### config.mk
export PLATFORM = sky130hd
export DESIGN_NAME = serial_frame_receiver
export DESIGN_NICKNAME = d
export VERILOG_FILES = /design/src/rtl/serial_frame_receiver_pkg.sv /design/src/rtl/serial_frame_receiver_payload_counter.sv /design/src/rtl/serial_frame_receiver.sv
export SDC_FILE = /design/constraint.sdc
export NUM_CORES = 1
export LEC_CHECK = 0
export ABC_AREA = 1
export BUFFER_PORTS_ARGS = -buffer_cell sky130_fd_sc_hd__buf_2
export CAP_MARGIN = 40
export CELL_PAD_IN_SITES_DETAIL_PLACEMENT = 1
export CELL_PAD_IN_SITES_GLOBAL_PLACEMENT = 2
export CORE_ASPECT_RATIO = 0.9
export CORE_UTILIZATION = 34
export CTS_CLUSTER_DIAMETER = 120
export DETAILED_ROUTE_END_ITERATION = 10
export PLACE_DENSITY = 0.74
export SYNTH_ARGS = -nofsm -noshare
export SYNTH_HDL_FRONTEND = slang
export SYNTH_HIERARCHICAL = 1
export SYNTH_SLANG_ARGS = --single-unit
### constraint.sdc
create_clock -name clk -period 1.8 [get_ports clk]
set_input_delay 0.09 -clock clk [delete_from_list [all_inputs] [get_ports clk]]
set_output_delay 0.09 -clock clk [all_outputs]
set_load 0.03 [all_outputs]
### src/rtl/serial_frame_receiver_pkg.sv
// Shared definitions for the serial frame receiver: FSM state encoding and
// default field widths used by the receiver and its payload counter.
package serial_frame_receiver_pkg;

  localparam int PORT_W_DEF = 2;
  localparam int LEN_W_DEF  = 8;

  typedef enum logic [2:0] {
    ST_IDLE = 3'd0,
    ST_PORT = 3'd1,
    ST_LEN  = 3'd2,
    ST_DATA = 3'd3,
    ST_DONE = 3'd4
  } state_e;

endpackage

### src/rtl/serial_frame_receiver_payload_counter.sv
// Payload down-counter: loaded with the frame length, decremented once per
// delivered payload bit, saturating at zero so it can never wrap.
module payload_counter #(
  parameter int W = 8
) (
  input  logic         clk,
  input  logic         rst,
  input  logic         load_i,
  input  logic [W-1:0] load_val_i,
  input  logic         dec_i,
  output logic [W-1:0] count_o,
  output logic         is_one_o
);

  logic [W-1:0] count_q;

  // Load takes priority over decrement; decrement stops at zero.
  always_ff @(posedge clk or posedge rst) begin
    if (rst) begin
      count_q <= '0;
    end else if (load_i) begin
      count_q <= load_val_i;
    end else if (dec_i && (count_q != '0)) begin
      count_q <= count_q - W'(1);
    end
  end

  assign count_o  = count_q;
  assign is_one_o = (count_q == W'(1));

endmodule

### src/rtl/serial_frame_receiver.sv
// Serial frame receiver: start bit (0), PORT_W-bit destination port, LEN_W-bit
// payload length (both MSB-first), then `length` payload bits. Each payload bit
// is presented one cycle after it is sampled, strobed on data_valid[port_id].
// After the last payload bit is presented the FSM spends one cycle in DONE
// (done=1, busy=0) while ignoring the line, then returns to IDLE.
module serial_frame_receiver
  import serial_frame_receiver_pkg::*;
#(
  parameter int PORT_W = PORT_W_DEF,
  parameter int LEN_W  = LEN_W_DEF
) (
  input  logic                 clk,
  input  logic                 rst,
  input  logic                 serial_in,
  output logic [PORT_W-1:0]    port_id,
  output logic [LEN_W-1:0]     length,
  output logic                 data_out,
  output logic [2**PORT_W-1:0] data_valid,
  output logic                 last_bit,
  output logic                 busy,
  output logic                 done
);

  localparam int NPORT   = 2**PORT_W;
  localparam int HDR_MAX = (PORT_W > LEN_W) ? PORT_W : LEN_W;
  localparam int CNT_W   = $clog2(HDR_MAX + 1);

  state_e             state_q;
  logic [CNT_W-1:0]   bit_cnt_q;
  logic [PORT_W-1:0]  port_id_q;
  logic [LEN_W-1:0]   length_q;
  logic               data_out_q;
  logic [NPORT-1:0]   data_valid_q;
  logic               last_bit_q;
  logic               busy_q;
  logic               done_q;

  logic [PORT_W-1:0]  port_d;
  logic [LEN_W-1:0]   len_d;
  logic [NPORT-1:0]   valid_d;
  logic               port_last;
  logic               len_last;
  logic               cnt_load;
  logic               cnt_dec;
  logic               cnt_zero;
  logic [LEN_W-1:0]   cnt;
  logic               cnt_is_one;

  // Header shift candidates, field-end detection and counter controls.
  always_comb begin
    port_d    = (port_id_q << 1) | PORT_W'(serial_in);
    len_d     = (length_q << 1) | LEN_W'(serial_in);
    valid_d   = NPORT'(1) << port_id_q;
    port_last = (bit_cnt_q == CNT_W'(PORT_W - 1));
    len_last  = (bit_cnt_q == CNT_W'(LEN_W - 1));
    cnt_zero  = (cnt == '0);
    cnt_load  = (state_q == ST_LEN) && len_last && (len_d != '0);
    cnt_dec   = (state_q == ST_DATA) && !cnt_zero;
  end

  payload_counter #(
    .W (LEN_W)
  ) u_payload_counter (
    .clk        (clk),
    .rst        (rst),
    .load_i     (cnt_load),
    .load_val_i (len_d),
    .dec_i      (cnt_dec),
    .count_o    (cnt),
    .is_one_o   (cnt_is_one)
  );

  // Frame FSM with registered outputs; strobes default low every cycle.
  always_ff @(posedge clk or posedge rst) begin
    if (rst) begin
      state_q      <= ST_IDLE;
      bit_cnt_q    <= '0;
      port_id_q    <= '0;
      length_q     <= '0;
      data_out_q   <= 1'b0;
      data_valid_q <= '0;
      last_bit_q   <= 1'b0;
      busy_q       <= 1'b0;
      done_q       <= 1'b0;
    end else begin
      data_valid_q <= '0;
      last_bit_q   <= 1'b0;
      done_q       <= 1'b0;
      case (state_q)
        ST_IDLE: begin
          if (!serial_in) begin
            state_q   <= ST_PORT;
            bit_cnt_q <= '0;
            busy_q    <= 1'b1;
          end
        end
        ST_PORT: begin
          port_id_q <= port_d;
          if (port_last) begin
            state_q   <= ST_LEN;
            bit_cnt_q <= '0;
          end else begin
            bit_cnt_q <= bit_cnt_q + CNT_W'(1);
          end
        end
        ST_LEN: begin
          length_q <= len_d;
          if (len_last) begin
            bit_cnt_q <= '0;
            if (len_d != '0) begin
              state_q <= ST_DATA;
            end else begin
              state_q <= ST_DONE;
              busy_q  <= 1'b0;
              done_q  <= 1'b1;
            end
          end else begin
            bit_cnt_q <= bit_cnt_q + CNT_W'(1);
          end
        end
        ST_DATA: begin
          // Counter at zero means the final bit is already on data_out.
          if (!cnt_zero) begin
            data_out_q   <= serial_in;
            data_valid_q <= valid_d;
            last_bit_q   <= cnt_is_one;
          end else begin
            state_q <= ST_DONE;
            busy_q  <= 1'b0;
            done_q  <= 1'b1;
          end
        end
        ST_DONE: begin
          state_q <= ST_IDLE;
        end
        default: begin
          state_q <= ST_IDLE;
          busy_q  <= 1'b0;
        end
      endcase
    end
  end

  assign port_id    = port_id_q;
  assign length     = length_q;
  assign data_out   = data_out_q;
  assign data_valid = data_valid_q;
  assign last_bit   = last_bit_q;
  assign busy       = busy_q;
  assign done       = done_q;

endmodule

==> summary.txt <==
Die
  – DIE HEIGHT: 72.58 µm
  – Core region area: roughly 0.0053 mm²
  – Starting density of the core: 35.60%
  – Row count: 25
  – Die area: 0.005836 mm²
  – I/O pin total: 21
  – Die Wd: slightly above 80 µm

Power
  – Switching share of power: between 50% and 60%
  – Peak supply drop: about 620 µV
  – Leakage: 1.115 nW
  – Logic pwr share: 55.6%
  – P_sw: approximately 2.1 mW
  – Internal power: between 2 and 2.5 mW
  – Clk pwr share: a little over an eighth
  – Seq pwr share: a little under a third
  – Power density over cell area: ~2000 mW/mm²

Clock tree
  – Clock Path Buffers: 2
  – CTS tree: built
  – Cts hold-fix bufs: 1
  – Reg clk slew, reported paths: ~0.070 ns
  – H-tree Lvls: 2
  – Clk Latency, worst-skew pair: between 0.2 and 0.3 ns
  – Setup bufs post-CTS: 0
  – Clock tree sinks: 33
  – Post-CTS sizing: 0
  – Num CTS Buffers: 5
  – CTS root buf: clkbuf_8

Place
  – Port Buffers: 20
  – Final estimated routing congestion in global placement: ~0.73
  – DPL Wire Length: ~3500 µm
  – Pre-CTS WS: approximately 0.13 ns
  – Inst Count DP: approximately 330

Setup path
  – CP startpoint kind: register
  – CP required: 1.96 ns
  – CP Max Fanout: 11
  – Crit end category: register
  – Critical path class: reg2reg
  – Crit path arrival time: ~1.8 ns

STA
  – Final setup TNS: 0 ns
  – Post-route setup slack: about 0.12 ns
  – Unrepaired setup endpoints after global routing: no
  – Fin crit period: around 1.7 ns
  – Slew at the pin with the worst max-slew slack: 0.3539 ns
  – Endpoints failing setup: 0
  – Max-slew headroom: between 70% and 80%
  – Skew final: about 0.0044 ns
  – Fin crit share: 93.17%
  – Slew Limit Fails: 0
  – Hold_ws: ~0.20 ns
  – Hold Violations, Final: 0
  – Max Freq: between 500 and 600 MHz

Detailed routing
  – TritonRoute pass-1 iters: 4
  – DRC viols: 0
  – DR vias/cell: roughly 4.7
  – Via Count: about 1600
  – DR iter-0 viols: a little over 60
  – Drt total wl: ~4500 µm
  – Routed Antenna Nets: 0
  – DR WL/cell: 13.42 µm

Yosys
  – Yosys Warn Count: 6
  – Mapped Cells: roughly 240
  – Synth Flop Type: dfrtp_1
  – Seq/Total Area, Yosys: a little over two fifths
  – Seq cells post-synth: 33
  – Number of synthesized flops with an enable pin: 0
  – Post-synth top area share: between 40% and 50%
  – Post-synth top cells: nand2_1, dfrtp_1, nor2_1
  – Largest area contributor in the netlist: dfrtp_1
  – Top cells by area, synth: dfrtp_1, nand2_1, nor2_1
  – Cell Area, Synth: 0.001882 mm²
  – Mapped Nets: around 240
  – Unique masters post-synth: 29
  – Mean Syn Cell Area: 8.008 µm²
  – Most frequent cell after synthesis: nand2_1
  – Post-synth ARST share: between 90% and 100%

Global routing
  – First-pass GRT wire length: ~7600 µm
  – Pin count of the biggest net entering global routing: 26
  – Met2 usage: approximately 25%
  – M1 GR Usage: 25.18%
  – Gr busiest metal: met1
  – Grt ovf: 0
  – Total Routing Usage GR: 17.05%
  – Vias in the first global route: between 1500 and 2000
  – Met3 usage: 3.750%
  – Initial antenna violation count: 0

Flow run
  – Max Cap Viol: 0

Run status
  – Status: completed

Final layout
  – Antenna diodes: 0
  – Nets: between 200 and 300
  – Finished Layout Cells: 334
  – Area grow syn2layout: 16.42%
  – Share of cells above drive strength 1: between 20% and 30%

Worst hold path
  – Worst hold path type: in2reg
## power groups by stage
| stage | logic [mW] | clock network [mW] | registers (mW) |
|---|---|---|---|
| after floorplan | 1.55 | 0 | 1.58 |
| after global placement | 2.38 | 0 | 1.35 |
| after detailed placement | 2.39 | 0 | 1.36 |
| after CTS | 2.40 | 0.588 | 1.35 |
| after global routing | 2.68 | 0.611 | 1.40 |
| final | 2.37 | 0.556 | 1.34 |
## worst paths after layout
kind / from / cells after the start / end / slack [ns]
worst max-delay path: u_payload_counter/count_o[5]$_DFFE_PP0P_ / 8 / u_payload_counter/count_o[4]$_DFFE_PP0P_ / 0.12
worst min register to register: busy$_DFFE_PP0P_ / 2 / busy$_DFFE_PP0P_ / 0.48
max in group asynchronous: rst / 4 / length[1]$_DFFE_PP0N_ / 1.13
worst max register to register: u_payload_counter/count_o[5]$_DFFE_PP0P_ / 8 / u_payload_counter/count_o[4]$_DFFE_PP0P_ / 0.12
worst min-delay path: serial_in / 4 / busy$_DFFE_PP0P_ / 0.20
min in group asynchronous: rst / 3 / u_payload_counter/count_o[6]$_DFFE_PP0P_ / 0.33
## registers in the layout, summed over array words and instances, names as in the netlist
signal / cells
bit_cnt_q: 4
busy: 1
length: 8
data_out: 1
state_q: 3
done: 1
port_id: 2
data_valid: 4
last_bit: 1
u_payload_counter/count_o: 8
## kinds of logic (layout without fill, tap and decap cells)
family,after synthesis,in the layout,share of synthesized area [%]
buffers and inverters,32,64,7.380
DFF,33,33,43.88
AOI/OAI and AO/OA,29,29,10.90
adders and majority gates,5,5,3.324
and+or+nand+nor,133,133,33.11
xor gates and xnor gates,3,3,1.397
## metal layers
layer  wire length, µm  vias up
met3               136        4
met2              1922       28
met4                35        0
met5                 0        -
met1              2389      742
li1                  -      799
## metrics by stage
| stage | cell area, µm² | total power, mW | utilization, % |
|---|---|---|---|
| final | 2191 | 4.268 | 41.44 |
| after global routing | 2191 | 4.683 | 41.44 |
| after CTS | 2191 | 4.340 | 41.44 |
| after detailed placement | 2095 | 3.747 | 39.62 |
| after global placement | 2095 | 3.732 | 39.62 |
| after floorplan | 1882 | 3.126 | - |
## cell usage in the layout (no fill, tap or decap)
cell and count:
a21oi_4 1, o21ai_4 2, dlygate4sd3_1 1, nand2_2 9, nor3_1 4, o21ai_2 5, buf_4 8, a22oi_2 1
xor2_1 2, inv_4 1, clkbuf_8 6, dfrtp_1 33, o21ai_1 3, nor2_4 1, nand2_4 1, ha_1 5
a21oi_1 2, nand3_1 15, nand3b_1 1, inv_1 23, xnor2_1 1, nor2_2 5, or2_2 1, nor3_4 1
clkbuf_1 1, inv_2 4, o21ai_0 15, nand3_2 5, buf_2 20, nor2_1 27, nand2_1 63
## critical path, stage by stage, from the launching register on
cell and delay [ns]:
dfrtp_1 0.44, nor2_1 0.14, nand2_1 0.12, nor2_1 0.19, nor2_2 0.10, o21ai_4 0.11, nand2_2 0.25, nand2_1 0.15
o21ai_2 0.06
## layout make-up
type,count,area [µm²]
multi-input cells,170,917.1
fillers,665,3095
inverters,28,107.6
repair buffers,29,170.2
clock buffers,7,86.33
well taps,67,83.83
flip-flops and latches,33,825.8
Note: power is estimated with default switching activity, not from simulation.
